[src/rtl/fpdiv_prenorm.sv]
// Operand pre-normalization for the fpdiv mantissa divider: classifies two
// single-precision operands and left-normalizes subnormal mantissas one bit per clock.
module fpdiv_prenorm (
   input  logic        CLOCK,
   input  logic        RESET,
   input  logic        START,
   input  logic [31:0] InputA,
   input  logic [31:0] InputB,
   output logic        BUSY,
   output logic        DONE,
   output logic        SIGN,
   output logic [23:0] MANTA,
   output logic [23:0] MANTB,
   output logic [9:0]  EXPA,
   output logic [9:0]  EXPB,
   output logic [1:0]  CLASSA,
   output logic [1:0]  CLASSB
);

   localparam logic [1:0] CLS_ZERO   = 2'b00;
   localparam logic [1:0] CLS_FINITE = 2'b01;
   localparam logic [1:0] CLS_INF    = 2'b10;
   localparam logic [1:0] CLS_NAN    = 2'b11;

   typedef enum logic [1:0] {
      ST_IDLE  = 2'd0,
      ST_SHIFT = 2'd1,
      ST_DONE  = 2'd2
   } state_t;

   state_t      state_reg;
   state_t      state_next;
   logic        load;
   logic        sign_reg;
   logic [1:0]  settled;

   logic [31:0] op       [2];
   logic [23:0] mant_reg [2];
   logic [9:0]  exp_reg  [2];
   logic [1:0]  cls_reg  [2];
   logic [23:0] mant_load[2];
   logic [9:0]  exp_load [2];
   logic [1:0]  cls_load [2];

   // Load-time decode of both operands; subnormals start at exponent -126.
   always_comb begin
      op[0] = InputA;
      op[1] = InputB;
      for (int i = 0; i < 2; i++) begin
         mant_load[i] = '0;
         exp_load[i]  = '0;
         cls_load[i]  = CLS_ZERO;
         if (op[i][30:23] == 8'd0) begin
            if (op[i][22:0] != 23'd0) begin
               cls_load[i]  = CLS_FINITE;
               mant_load[i] = {1'b0, op[i][22:0]};
               exp_load[i]  = 10'h382;
            end
         end else if (op[i][30:23] == 8'hFF) begin
            if (op[i][22:0] == 23'd0) begin
               cls_load[i] = CLS_INF;
            end else begin
               cls_load[i]  = CLS_NAN;
               mant_load[i] = {1'b0, op[i][22:0]};
            end
         end else begin
            cls_load[i]  = CLS_FINITE;
            mant_load[i] = {1'b1, op[i][22:0]};
            exp_load[i]  = {2'b00, op[i][30:23]} - 10'd127;
         end
      end
   end

   // Only finite operands with a hidden zero still need shifting.
   always_comb begin
      settled = '0;
      for (int i = 0; i < 2; i++) begin
         settled[i] = mant_reg[i][23] | (cls_reg[i] != CLS_FINITE);
      end
   end

   always_ff @(posedge CLOCK or negedge RESET) begin
      if (!RESET) begin
         state_reg <= ST_IDLE;
      end else begin
         state_reg <= state_next;
      end
   end

   always_comb begin
      state_next = state_reg;
      load       = 1'b0;
      case (state_reg)
         ST_IDLE, ST_DONE: begin
            if (START) begin
               load       = 1'b1;
               state_next = ST_SHIFT;
            end
         end
         ST_SHIFT: begin
            if (&settled) begin
               state_next = ST_DONE;
            end
         end
         default: state_next = ST_IDLE;
      endcase
   end

   always_ff @(posedge CLOCK or negedge RESET) begin
      if (!RESET) begin
         sign_reg <= 1'b0;
         for (int i = 0; i < 2; i++) begin
            mant_reg[i] <= '0;
            exp_reg[i]  <= '0;
            cls_reg[i]  <= CLS_ZERO;
         end
      end else if (load) begin
         sign_reg <= InputA[31] ^ InputB[31];
         for (int i = 0; i < 2; i++) begin
            mant_reg[i] <= mant_load[i];
            exp_reg[i]  <= exp_load[i];
            cls_reg[i]  <= cls_load[i];
         end
      end else if (state_reg == ST_SHIFT) begin
         for (int i = 0; i < 2; i++) begin
            if (!settled[i]) begin
               mant_reg[i] <= {mant_reg[i][22:0], 1'b0};
               exp_reg[i]  <= exp_reg[i] - 10'd1;
            end
         end
      end
   end

   assign BUSY   = (state_reg == ST_SHIFT);
   assign DONE   = (state_reg == ST_DONE);
   assign SIGN   = sign_reg;
   assign MANTA  = mant_reg[0];
   assign MANTB  = mant_reg[1];
   assign EXPA   = exp_reg[0];
   assign EXPB   = exp_reg[1];
   assign CLASSA = cls_reg[0];
   assign CLASSB = cls_reg[1];

endmodule

[config.mk]
export PLATFORM = sky130hd
export DESIGN_NAME = fpdiv_prenorm
export DESIGN_NICKNAME = d
export VERILOG_FILES = /design/src/rtl/fpdiv_prenorm.sv
export SDC_FILE = /design/constraint.sdc
export NUM_CORES = 1
export LEC_CHECK = 0
export CORE_MARGIN = 2
export CORE_UTILIZATION = 50
export DETAILED_ROUTE_END_ITERATION = 12
export DONT_BUFFER_PORTS = 1
export MAX_ROUTING_LAYER = met4
export PLACE_DENSITY_LB_ADDON = 0.15
export SLEW_MARGIN = 20
export SYNTH_ARGS = -nofsm -noshare
export SYNTH_HDL_FRONTEND = slang
export SYNTH_SLANG_ARGS = --single-unit
[constraint.sdc]
create_clock -name CLOCK -period 3 [get_ports CLOCK]
set_input_delay 0.45 -clock CLOCK [delete_from_list [all_inputs] [get_ports CLOCK]]
set_output_delay 0.45 -clock CLOCK [all_outputs]
set_load 0.1 [all_outputs]
==> impl_metrics.toml <==
[status]
run_status = "completed"

[routing]
via_cell_ratio = 5.80
vias = 3476
drt.antenna.violating_nets = 0
post_drt_wl_per_cell_um = 17.4
firstDrtPassIters = 4
routed_wl_mm = 10.4
drc_violations_left = 0
dr.first_iter.drc_count = 249

[placed_design]
portBuffers = 0
dpl_worst_slack_ns = 0.890
routabilityCongestion = 0.864
place.detailed.hpwl_mm = 7.45

[floorplan]
die_x_um = 93.4
fp.coreArea_sq_mm = 0.00773
die_area_sq_mm = 0.00872
die_height_um = 93.4
io_pins = 142
initial_utilization_pct = 51.7
num_rows = 32

[timing]
finalHoldViolCount = 0
finClkSkew_ns = 0.00968
final_number_of_setup_violating_endpoints = 0
totalNegativeSetupSlack_ns = 0
layout_min_cycle_time_ns = 2.06
postLayoutSetupSlackWorst_ns = 0.936
achievable-frequency_mhz = 484
max_slew.worst_pin.slew_ns = 1.00
timing.max_slew.rel_slack_pct = 33.2
period_share_pct = 68.8
rsz_0062_raised_after_global_routing = "false"
timing.final.max_slew_violations = 0

[setup_path]
crit_path_frequent_cell = "sky130_fd_sc_hd__buf_4"
worst-endpoint-arrival_ns = 2.33
cp.required_ns = 3.26
critPathCapture = "EXPB[9]$_DFFE_PN0P_"
regToRegSetupSlack_ns = 0.94
crit_chain = "nand2b_1, inv_1, buf_4, and3_1, buf_4, nand3_1, xor2_1, o21ai_0"
critPathSlowestCell = "sky130_fd_sc_hd__dfrtp_1"
critical_path.max_stage_delay_ns = 0.37
worstRegToRegCells = 8
cp.buffers_inverters = 3
regToRegStartpoint = "state_reg[1]$_DFFE_PN0P_"
endpoint_kind = "flop"
timing.critical_path.fanout_max = 27
path_depth = 8
critical_path_class = "flop to flop"
worstSetupStartpoint = "state_reg[1]$_DFFE_PN0P_"
crit-reg2reg-capture = "EXPB[9]$_DFFE_PN0P_"
critical_path.startpoint_type = "flop"
critical_path.top_delay_family = "buffers and inverters"

[global_route]
grt-ovfl-total = 0
antenna_found_initial = 0
grt_first_pass_wirelength_mm = 17.3
groute.usage.overall_pct = 26.0
grt_pass1_vias = 3500
grt_max_degree = 76

[clocking]
path_clk_slew_ns = 0.08
clock_latency_ns = 0.35
htree_levels = 3
tritoncts.num_buffers = 9
cts_buffer_depth = 2
cts_num_sinks = 75
clock-root-buffer = "sky130_fd_sc_hd__clkbuf_8"
cts_repair_resize_count = 0
post_cts.repair.setup_buffers = 0
tritoncts_clock_tree = "done"

[logic_synthesis]
yosysWarningCount = 0
netlist_area_sq_mm = 0.00400
mappedNetlistNets = 553
synth_edf_count = 0
synth-seq-cells = 75
async_reset_ff_share_pct = 100
ys_seq_area_share_pct = 47.0
yosys_most_used_dff = "sky130_fd_sc_hd__dfrtp_1"
synthesis.instances = 480
postSynthAreaPerCell_sq_um = 8.32
yosys.cell_types.count = 42

[finish]
antenna_cells_inserted = 0
area_growth_syn_to_layout_pct = 13.5
final_layout_size_suffix_gt1_share_pct = 10.1
fin_nets = 566

[worst_hold_path]
min_path_type = "input port to flop"

[job]
cap_viol_max_count = 0
-- cells in the final DEF (no fill, tap or decap), types with 2 or more instances in the layout --
cell type / instances
sky130_fd_sc_hd__xnor2_1: 16
sky130_fd_sc_hd__buf_4: 27
sky130_fd_sc_hd__nor3_1: 8
sky130_fd_sc_hd__o211ai_1: 2
sky130_fd_sc_hd__nand2b_1: 3
sky130_fd_sc_hd__a211oi_1: 2
sky130_fd_sc_hd__nor2b_2: 2
sky130_fd_sc_hd__or4_1: 3
sky130_fd_sc_hd__nor2_1: 60
sky130_fd_sc_hd__mux2i_1: 2
sky130_fd_sc_hd__nor4_1: 15
sky130_fd_sc_hd__ha_1: 6
sky130_fd_sc_hd__inv_1: 13
sky130_fd_sc_hd__o21ai_0: 15
sky130_fd_sc_hd__bufinv_16: 4
sky130_fd_sc_hd__nand4_1: 4
sky130_fd_sc_hd__nand3_1: 21
sky130_fd_sc_hd__o22ai_1: 9
sky130_fd_sc_hd__a21oi_1: 9
sky130_fd_sc_hd__and3_1: 3
sky130_fd_sc_hd__xor2_1: 11
sky130_fd_sc_hd__nand4b_1: 2
sky130_fd_sc_hd__nand2_1: 108
sky130_fd_sc_hd__a31oi_1: 44
sky130_fd_sc_hd__or3_1: 3
sky130_fd_sc_hd__dfrtp_1: 75
sky130_fd_sc_hd__clkbuf_8: 10
-- cells in the mapped netlist, types with 11 or more instances --
library cell,instances,area share [%]
sky130_fd_sc_hd__nor4_1,15,2.3
sky130_fd_sc_hd__nand3_1,21,2.6
sky130_fd_sc_hd__nor2_1,60,5.6
sky130_fd_sc_hd__inv_1,13,1.2
sky130_fd_sc_hd__clkbuf_1,20,1.9
sky130_fd_sc_hd__nand2_1,108,10
sky130_fd_sc_hd__dfrtp_1,75,47
sky130_fd_sc_hd__a31oi_1,44,6.9
sky130_fd_sc_hd__xor2_1,11,2.4
sky130_fd_sc_hd__o21ai_0,15,1.9
sky130_fd_sc_hd__xnor2_1,16,3.5
-- stage by stage --
step	util (%)	instances	hold WS (ns)	instance area [sq um]
after floorplan	-	480	0.154	4000
after global placement	54.8	582	0.157	4240
after detailed placement	54.8	582	0.156	4240
after CTS	58.7	599	0.195	4540
after global routing	58.7	599	0.191	4540
final	58.7	599	0.209	4540
-- repair_timing --
item	in CTS	in global routing
hold buffers	2	0
endpoints found under the hold margin	75	0
endpoints found under the setup margin	0	0
-- worst min-delay path by stage --
stage | startpoint | end | slack, ns | cells past startpoint
2_1_floorplan | RESET | CLASSA[0]$_DFFE_PN0P_ | 0.15 | 0
3_3_place_gp | RESET | EXPB[5]$_DFFE_PN0P_ | 0.16 | 0
3_5_place_dp | RESET | EXPB[5]$_DFFE_PN0P_ | 0.16 | 0
4_1_cts | InputB[23] | EXPB[0]$_DFFE_PN0P_ | 0.20 | 1
5_1_grt | InputB[23] | EXPB[0]$_DFFE_PN0P_ | 0.19 | 1
6_report | InputB[23] | EXPB[0]$_DFFE_PN0P_ | 0.21 | 1
-- per-layer routing --
| layer | vias up | part of all wire, % | GRT usage [%] |
|---|---|---|---|
| li1 | 1694 | - | - |
| met1 | 1652 | 45 | 35.7 |
| met2 | 119 | 46 | 38.1 |
| met3 | 11 | 8.4 | 6.53 |
| met4 | 0 | 1.0 | 8.58 |
| met5 | - | 0 | - |
-- area by class of cell --
type / count / area [sq um]
clock inverter: 5 / 125
fill: 704 / 3190
sequential: 75 / 1880
clock buffer: 10 / 138
tap: 102 / 128
multi-input combinational: 365 / 1980
timing repair buffer: 29 / 240
inverter: 13 / 48.8
-- logic make-up (layout without fill, tap and decap cells) --
group / after synthesis / in the layout / synth area share [%]
AOI/OAI and AO/OA: 91 / 91 / 14.3
xor gates and xnor gates: 27 / 27 / 5.92
adders and majority gates: 6 / 6 / 1.88
buffers and inverters: 40 / 57 / 3.91
DFF: 75 / 75 / 47.0
muxes: 2 / 2 / 0.501
and+or+nand+nor: 239 / 239 / 26.5
Power is left out: the tool's default activity adds up to more than one toggle a clock period on the data nets, which glitch-free logic cannot reach.
